$ cat config.mk
export PLATFORM = sky130hd
export DESIGN_NAME = identify_issue_ctrl
export DESIGN_NICKNAME = d
export VERILOG_FILES = /design/src/rtl/id_pkg.sv /design/src/rtl/id_word_fifo.sv /design/src/rtl/identify_issue_ctrl.sv
export SDC_FILE = /design/constraint.sdc
export NUM_CORES = 1
export LEC_CHECK = 0
export BUFFER_PORTS_ARGS = -buffer_cell sky130_fd_sc_hd__buf_2
export CORE_ASPECT_RATIO = 1.2
export CORE_MARGIN = 5
export CORE_UTILIZATION = 53
export CTS_CLUSTER_SIZE = 12
export DETAILED_ROUTE_END_ITERATION = 10
export PLACE_DENSITY = 0.78
export RECOVER_POWER = 50
export SLEW_MARGIN = 15
export SYNTH_ARGS = -nofsm -noshare
export SYNTH_HDL_FRONTEND = slang
export SYNTH_HIERARCHICAL = 1
export SYNTH_SLANG_ARGS = --single-unit
$ cat constraint.sdc
create_clock -name i_clk -period 5.7 [get_ports i_clk]
set_clock_uncertainty 0.15 [all_clocks]
set_input_delay 1.14 -clock i_clk [delete_from_list [all_inputs] [get_ports i_clk]]
set_output_delay 1.14 -clock i_clk [all_outputs]
set_load 0.05 [all_outputs]
$ cat src/rtl/id_pkg.sv
// Shared types for the Identify issue sequencer: word/instruction types,
// controller states and the prefix-opcode test.
package id_pkg;

    localparam logic [5:0] PREFIX_OPCODE = 6'd1;

    // ISA bit numbering: bit 0 is the MSB
    typedef logic [0:31] word_t;
    typedef logic [0:63] instr_t;

    typedef enum logic [1:0] {
        EMPTY,
        WAIT_SUFFIX,
        READY
    } state_e;

    // Primary opcode 1 marks the prefix word of a 64-bit instruction
    function automatic logic is_prefix(input word_t w);
        return w[0:5] == PREFIX_OPCODE;
    endfunction

endpackage

$ cat src/rtl/id_word_fifo.sv
// Circular word buffer: one push and up to two pops per cycle. Exposes the
// head, the word behind it, and a look-ahead of the head/count after the
// next edge so the controller can register its state from post-edge content.
module id_word_fifo
    import id_pkg::*;
#(
    parameter int DEPTH = 4,
    parameter int CNT_W = $clog2(DEPTH + 1)
) (
    input  logic             clk,
    input  logic             rst_n,
    input  logic             flush,
    input  logic             push,
    input  word_t            wdata,
    input  logic [1:0]       pop,
    output word_t            head,
    output word_t            head1,
    output word_t            nxt_head,
    output logic [CNT_W-1:0] cnt,
    output logic [CNT_W-1:0] nxt_cnt
);

    localparam int PW = $clog2(DEPTH);

    word_t         mem [DEPTH];
    logic [PW-1:0] rd_ptr;
    logic [PW-1:0] wr_ptr;
    logic [PW-1:0] nxt_rd;
    logic          wr_en;

    assign wr_en  = push && !flush;
    assign head   = mem[rd_ptr];
    assign head1  = mem[rd_ptr + PW'(1)];
    // Flush empties the buffer by catching the read pointer up to the writer
    assign nxt_rd = flush ? wr_ptr : rd_ptr + PW'(pop);

    // Post-edge view: count, and head including a word written this edge
    always_comb begin
        nxt_cnt  = flush ? '0 : cnt + CNT_W'(wr_en) - CNT_W'(pop);
        nxt_head = (wr_en && (wr_ptr == nxt_rd)) ? wdata : mem[nxt_rd];
    end

    // Pointer and occupancy state
    always_ff @(posedge clk or negedge rst_n) begin
        if (!rst_n) begin
            rd_ptr <= '0;
            wr_ptr <= '0;
            cnt    <= '0;
        end else begin
            rd_ptr <= nxt_rd;
            cnt    <= nxt_cnt;
            if (wr_en) wr_ptr <= wr_ptr + PW'(1);
        end
    end

    // Storage needs no reset: entries are only read when counted as valid
    always_ff @(posedge clk) begin
        if (wr_en) mem[wr_ptr] <= wdata;
    end

endmodule

$ cat src/rtl/identify_issue_ctrl.sv
// Issue sequencer ahead of Identify: buffers fetched words, pairs prefix and
// suffix into 64-bit instructions and holds each one until its unit accepts.
module identify_issue_ctrl
    import id_pkg::*;
#(
    parameter int DEPTH = 4,
    parameter int CNT_W = $clog2(DEPTH + 1)
) (
    input  logic             i_clk,
    input  logic             i_rst_n,
    input  logic             i_flush,
    input  logic             i_fetch_valid,
    input  logic [0:31]      i_fetch_word,
    output logic             o_fetch_ready,
    output logic             o_id_en,
    output logic [0:63]      o_id_instr,
    input  logic             i_id_bu_en,
    input  logic             i_bu_ready,
    input  logic             i_other_ready,
    output logic             o_issue_fire,
    output logic             o_prefix_err,
    output logic [CNT_W-1:0] o_occupancy
);

    state_e           state;
    state_e           nxt_state;
    word_t            head;
    word_t            head1;
    word_t            nxt_head;
    logic [CNT_W-1:0] cnt;
    logic [CNT_W-1:0] nxt_cnt;
    logic [1:0]       pop;
    logic             push;
    logic             head_pfx;
    logic             pair_err;

    id_word_fifo #(.DEPTH(DEPTH), .CNT_W(CNT_W)) u_fifo (
        .clk      (i_clk),
        .rst_n    (i_rst_n),
        .flush    (i_flush),
        .push     (push),
        .wdata    (i_fetch_word),
        .pop      (pop),
        .head     (head),
        .head1    (head1),
        .nxt_head (nxt_head),
        .cnt      (cnt),
        .nxt_cnt  (nxt_cnt)
    );

    assign head_pfx    = is_prefix(head);
    // READY with a prefix head implies two words are buffered, so head1 is valid
    assign pair_err    = (state == READY) && head_pfx && is_prefix(head1);
    assign o_occupancy = cnt;

    // Issue path: present instruction, decide fire, pop count and back-pressure
    always_comb begin
        o_id_en      = (state == READY) && !pair_err;
        o_id_instr   = '0;
        if (o_id_en) o_id_instr = head_pfx ? {head, head1} : {head, 32'h0};
        o_issue_fire = o_id_en && !i_flush && (i_id_bu_en ? i_bu_ready : i_other_ready);
        o_prefix_err = pair_err && !i_flush;
        pop          = 2'd0;
        if (o_issue_fire)      pop = head_pfx ? 2'd2 : 2'd1;
        else if (o_prefix_err) pop = 2'd1;  // drop the orphan prefix only
        // A pop in the same cycle frees a slot for the incoming word
        o_fetch_ready = !i_flush && ((cnt < CNT_W'(DEPTH)) || o_issue_fire);
        push          = i_fetch_valid && o_fetch_ready;
    end

    // Next state follows the buffer content as it will be after this edge
    always_comb begin
        nxt_state = EMPTY;
        if (nxt_cnt == '0)                                   nxt_state = EMPTY;
        else if (is_prefix(nxt_head) && nxt_cnt == CNT_W'(1)) nxt_state = WAIT_SUFFIX;
        else                                                 nxt_state = READY;
    end

    // State register
    always_ff @(posedge i_clk or negedge i_rst_n) begin
        if (!i_rst_n) state <= EMPTY;
        else          state <= nxt_state;
    end

endmodule

======== Word level (Yosys, flattened, before mapping) ========
Memories as Yosys holds them, arrays and structs flattened.
Index checks and enable logic that the tools add are counted.
word-level totals
  flip-flop bits (word level) ............. 9
  bits in writable memories ............... 128
  output and inout bits ................... 71
  memories ................................ 1
memories
  name        depth  bits a word  rd ports  clocked after memory_dff  write ports  RTL line            text
  u_fifo.mem  4      32           3         0                         1            id_word_fifo.sv:25  word_t mem [DEPTH];
cells by class
  add/subtract/negate cells ............... 5
  magnitude comparators ................... 1
  equal/unequal tests ..................... 6
  muxes and demuxes ....................... 13
  reductions and logical operators ........ 15
operator list
  operator             count
  $mux 32              2
  $mux 64              1
  $eq 6x1->1 const B   3
  $logic_and 1x1->1    11
  $mux 2               5
  $add 2x1->2 const B  2
  $mux 1               4
  $add 3x1->3          1
  $eq 3x1->1 const B   1
  $logic_not 3->1      1
  $lt 3x3->1 const B   1
  $mux 3               1
  $sub 3x2->3          1
  $add 2x2->2          1
  $eq 2x2->1           1
  $eq 2x2->1 const B   1
  $logic_not 1->1      2
  $logic_or 1x1->1     1

======== Logic depth before layout (Yosys ltp) ========
An unclocked memory read counts as a cell.
  word-level depth ........................ 19
  gate-level depth with buffers ........... 21
  mapped depth without buffers ............ 17

======== By module ========
The synthesis kept the hierarchy.
modules (own cells, without submodules)
  module               times used  cells an instance  area an instance (µm²)
  id_word_fifo         1           324                7001.7
  identify_issue_ctrl  1           116                943.4

======== Least setup slack after synthesis ========
OpenSTA, ideal clock, no wires.
  path type ............................... reg2reg
  start point ............................. register u_fifo.rd_ptr[1]
  end point ............................... register state[1]
  setup time .............................. 126 ps
  arrival ................................. 5122 ps
  required time ........................... 5424 ps
  slack ................................... 302 ps
  cell stages (with the launch flop) ...... 15
  path buffers ............................ 4
  cell sequence ........................... dfrtp_1 -> clkbuf_1 -> buf_2 -> mux4_2 -> or4_4 -> nor4_4 -> buf_4 -> o2bb2ai_1 -> ha_1 -> mux2i_1 -> buf_4 -> mux4_2 -> mux2_2 -> or3_1 -> o32a_1
on the way
  elaborated cells between the ends (all ways) .. 32
RTL lines
  item                                                  RTL line                   text
  from (decl)                                           id_word_fifo.sv:26         logic [PW-1:0] rd_ptr;
  from (signal assigned)                                id_word_fifo.sv:50         rd_ptr <= nxt_rd;
  $mem_v2 4x32 (*)                                      -
  named net head[29]                                    identify_issue_ctrl.sv:27  word_t head;
  $eq 6x1->1 (*)                                        id_pkg.sv:19               return w[0:5] == PREFIX_OPCODE;
  $logic_and 1x1->1 (2 in a row)                        identify_issue_ctrl.sv:53  assign pair_err = (state == READY) && head_pfx && is_prefix(head1);
  $logic_not 1->1                                       identify_issue_ctrl.sv:58  o_id_en = (state == READY) && !pair_err;
  $logic_and 1x1->1                                     identify_issue_ctrl.sv:58
  $logic_and 1x1->1 (2 in a row)                        identify_issue_ctrl.sv:61  o_issue_fire = o_id_en && !i_flush && (i_id_bu_en ? i_bu_ready : i_other_ready);
  $mux 2 (*)                                            identify_issue_ctrl.sv:64  if (o_issue_fire) pop = head_pfx ? 2'd2 : 2'd1;
  named net pop[0]                                      identify_issue_ctrl.sv:32  logic [1:0] pop;
  [2 not listed]                                        -
  branches (longest 2 deep; another with $mem_v2 4x32)  -
  $mux 32 (*)                                           id_word_fifo.sv:40         nxt_head = (wr_en && (wr_ptr == nxt_rd)) ? wdata : mem[nxt_rd];
  named net nxt_head[27]                                identify_issue_ctrl.sv:29  word_t nxt_head;
  $eq 6x1->1 (*)                                        id_pkg.sv:19
  $logic_and 1x1->1 (*)                                 identify_issue_ctrl.sv:75  else if (is_prefix(nxt_head) && nxt_cnt == CNT_W'(1)) nxt_state = WAIT_SUFFIX;
  $mux 2 (*)                                            identify_issue_ctrl.sv:75
  $mux 2 (*)                                            identify_issue_ctrl.sv:74  if (nxt_cnt == '0) nxt_state = EMPTY;
  named net nxt_state[1]                                identify_issue_ctrl.sv:26  state_e nxt_state;
  to (signal assigned)                                  identify_issue_ctrl.sv:82  else state <= nxt_state;
  to (decl)                                             identify_issue_ctrl.sv:25  state_e state;
Mark *: on every way through the listed nets, which the timed path passes.
A chain may end at the register's enable or synchronous reset.

======== Worst setup path in the final report ========
  start point ............................. register u_fifo.rd_ptr[1]
  end point ............................... output o_id_instr[42] (netlist name)
on the way
  longest elaborated chain between the ends .. 7
  elaborated cells between the ends (all ways) .. 10
RTL lines
  item                            RTL line                   text
  $mem_v2 4x32 (*)                -
  named net head[29]              identify_issue_ctrl.sv:27
  $eq 6x1->1 (*)                  id_pkg.sv:19
  $logic_and 1x1->1 (2 in a row)  identify_issue_ctrl.sv:53
  $logic_not 1->1                 identify_issue_ctrl.sv:58
  $logic_and 1x1->1               identify_issue_ctrl.sv:58
  $mux 64 (*)                     identify_issue_ctrl.sv:60  if (o_id_en) o_id_instr = head_pfx ? {head, head1} : {head, 32'h0};
  to (decl)                       identify_issue_ctrl.sv:16  output logic [0:63] o_id_instr,
Mark *: on every way through the listed nets, which the timed path passes. The rest lies on a longest branch.

==> flow_summary.toml <==
[global_route]
antenna_found_initial = 0
track_usage_pct = 20.70
grt_max_degree = 40
grt_pass1_vias = 4339
grt_pass1_wl_um = 24320
gr-total-overflow = 0

[power_and_ir_drop]
combinationalPowerShare_pct = 41.2
powerDensity_nw_per_um2 = 489.9
p_switching_mw = 1.452
power_frac_seq_pct = 32.7
power_mw = 4.005
p_leak_nw = 2.850
clkPwrFrac_pct = 26.1
power.internal_mw = 2.553
p_sw_share_pct = 36.25
ir_drop_mv = 0.2731

[worst_setup_path]
critical_path_buf_inv_count = 1
rr_endpoint = "u_fifo/mem[2][20]$_DFFE_PP_"
crit_required_ps = 4410
max_stage_delay_ps = 890
rrSetupSlack_ps = 760
end_kind = "output pin"
crit_slowest_cell = "or3_2"
r2r_start = "u_fifo/rd_ptr[1]$_DFF_PN0_"
cp-start-kind = "flop"
reg2reg_depth = 6
cp_cell_sequence = "mux4_2, or4_4, or3_2, nor3b_2, buf_2"
worstSetupPathType = "flop to output pin"
arrival_ps = 3860
cp-startpoint = "u_fifo/rd_ptr[1]$_DFF_PN0_"
cp_top_family = "simple AND/OR/NAND/NOR gates"
path_max_fanout = 32

[cells_and_area]
nFillCells = 940
ff_latch_area_um2 = 4074
diodes = 0
drive_gt1_share_pct = 43.89
nNetsFinal = 534
final_core_util_pct = 62.56
multiInputGateArea_um2 = 2688
fin_cells = 667
synthToLayoutAreaGrowth_pct = 16.72

[floorplan]
dieArea_um2 = 15620
ios = 110
dieHeight_um = 135.9
initial_utilization_pct = 53.60
rows = 46
design.core.area_um2 = 13070
die_w_um = 114.9

[timing]
slew_viol_final = 33
rsz0062_at_grt = "false"
fin_tns_setup_ps = 0
tightest_slew_ps = 2430
fmax_mhz = 194.1
setup_viol = 0
finalHoldViolations = 0
min_period_ps = 5152
finalCritPeriodShare_pct = 90.38
relSlewSlack_pct = -62.12

[placed_design]
port-buffer-count = 109
dp.final_hpwl_um = 9757
dp_cells = 635
gp_congestion = 0.7753

[route]
drtAntennaViolNets = 0
via_per_inst = 6.123
vias = 4084
drtIter0Drc = 358
wl_per_cell_um = 23.41
dr.pass1.iters = 5
drt_wl_total_um = 15620
drc = 0

[run_status]
status = "finished, violations left"
violations = "max-capacitance violations, max-slew violations"

[clock_network]
clock_path_buffers = 2
clock_sinks = 137
cts.reportedPaths.clkPinSlew_ps = 60
htreeDepth = 4
post_cts_resized = 0
cts_tree = "built"
clockRootBuffer = "clkbuf_16"
numCtsBuffers = 17
post-cts-setup-buffers = 0
ctsHoldBuffers = 0
clkLatencyLatePin_ps = 400

[synthesis]
avgSynthCellArea_um2 = 18.33
syn-cell-area_um2 = 7003
syn-num-nets = 430
ys_warn_count = 6
netlist_instances = 382

[worst_hold_path]
min_path_type = "primary input to asynchronous set/reset pin"

[job]
maxCapViolCount = 1
-- power groups by stage --
stage	combinational, mW	sequential [mW]	clock (mW)
final	1.65	1.31	1.05
after global routing	1.75	1.33	1.11
after CTS	1.68	1.31	1.06
after detailed placement	1.66	1.33	0
after global placement	1.64	1.32	0
after floorplan	1.41	1.25	0
-- final cells by class --
class	instances	share of cell area, %
Timing Repair Buffer	117	6.766
Tap cell	168	2.572
Clock buffer	17	5.204
Clock inverter	15	1.867
Sequential cell	137	49.84
Inverter	19	0.8725
Multi-Input combinational cell	194	32.88
-- routing by layer --
| metal | vias up | wire length [um] | global-route usage, % |
|---|---|---|---|
| met5 | - | 0 | 0 |
| met4 | 0 | 235 | 6.001 |
| met3 | 18 | 1143 | 4.541 |
| met2 | 191 | 8244 | 35.04 |
| met1 | 2119 | 5992 | 27.02 |
| li1 | 1756 | - | - |
-- worst max-delay path by stage --
stage                endpoint  depth (start not counted)
2_1_floorplan  o_id_instr[62]                          7
3_3_place_gp   o_id_instr[42]                          5
3_5_place_dp   o_id_instr[42]                          5
4_1_cts        o_id_instr[42]                          5
5_1_grt        o_id_instr[42]                          5
6_report       o_id_instr[42]                          5
-- layout by cell type, fill, tap and decap left out, types with 2 or more instances in the layout --
cell type and n:
mux4_2 69, clkinvlp_4 7, nor2_1 17, clkinv_2 2, edfxtp_1 128, or4b_1 2
xnor2_1 3, o21ai_0 2, clkinv_4 2, inv_1 19, clkbuf_1 40, bufinv_16 2
clkbuf_16 17, buf_2 70, ha_1 8, nor3b_2 25, mux2_2 6, and2_2 3
mux2i_1 2, nor2b_1 2, xor2_1 2, or3_1 2, nor3b_1 32, dfrtp_1 7
buf_4 7
-- state kept, by name, indices dropped and copies added, names as in the netlist --
| name | count |
|---|---|
| u_fifo/cnt | 3 |
| u_fifo/rd_ptr | 2 |
| state | 2 |
| u_fifo/wr_ptr | 2 |
| u_fifo/mem | 128 |
-- metrics by stage --
| step | area, um2 | setup WS, ps | hold WS, ps |
|---|---|---|---|
| 3_5_place_dp | 7657 | 966.2 | 569.2 |
| 5_1_grt | 8174 | 368.0 | 566.7 |
| 3_3_place_gp | 7657 | 1008 | 525.8 |
| 2_1_floorplan | 7003 | 635.6 | 476.2 |
| 4_1_cts | 8235 | 486.2 | 434.0 |
| 6_report | 8174 | 548.4 | 546.8 |
(Power assumes the default switching activity.)
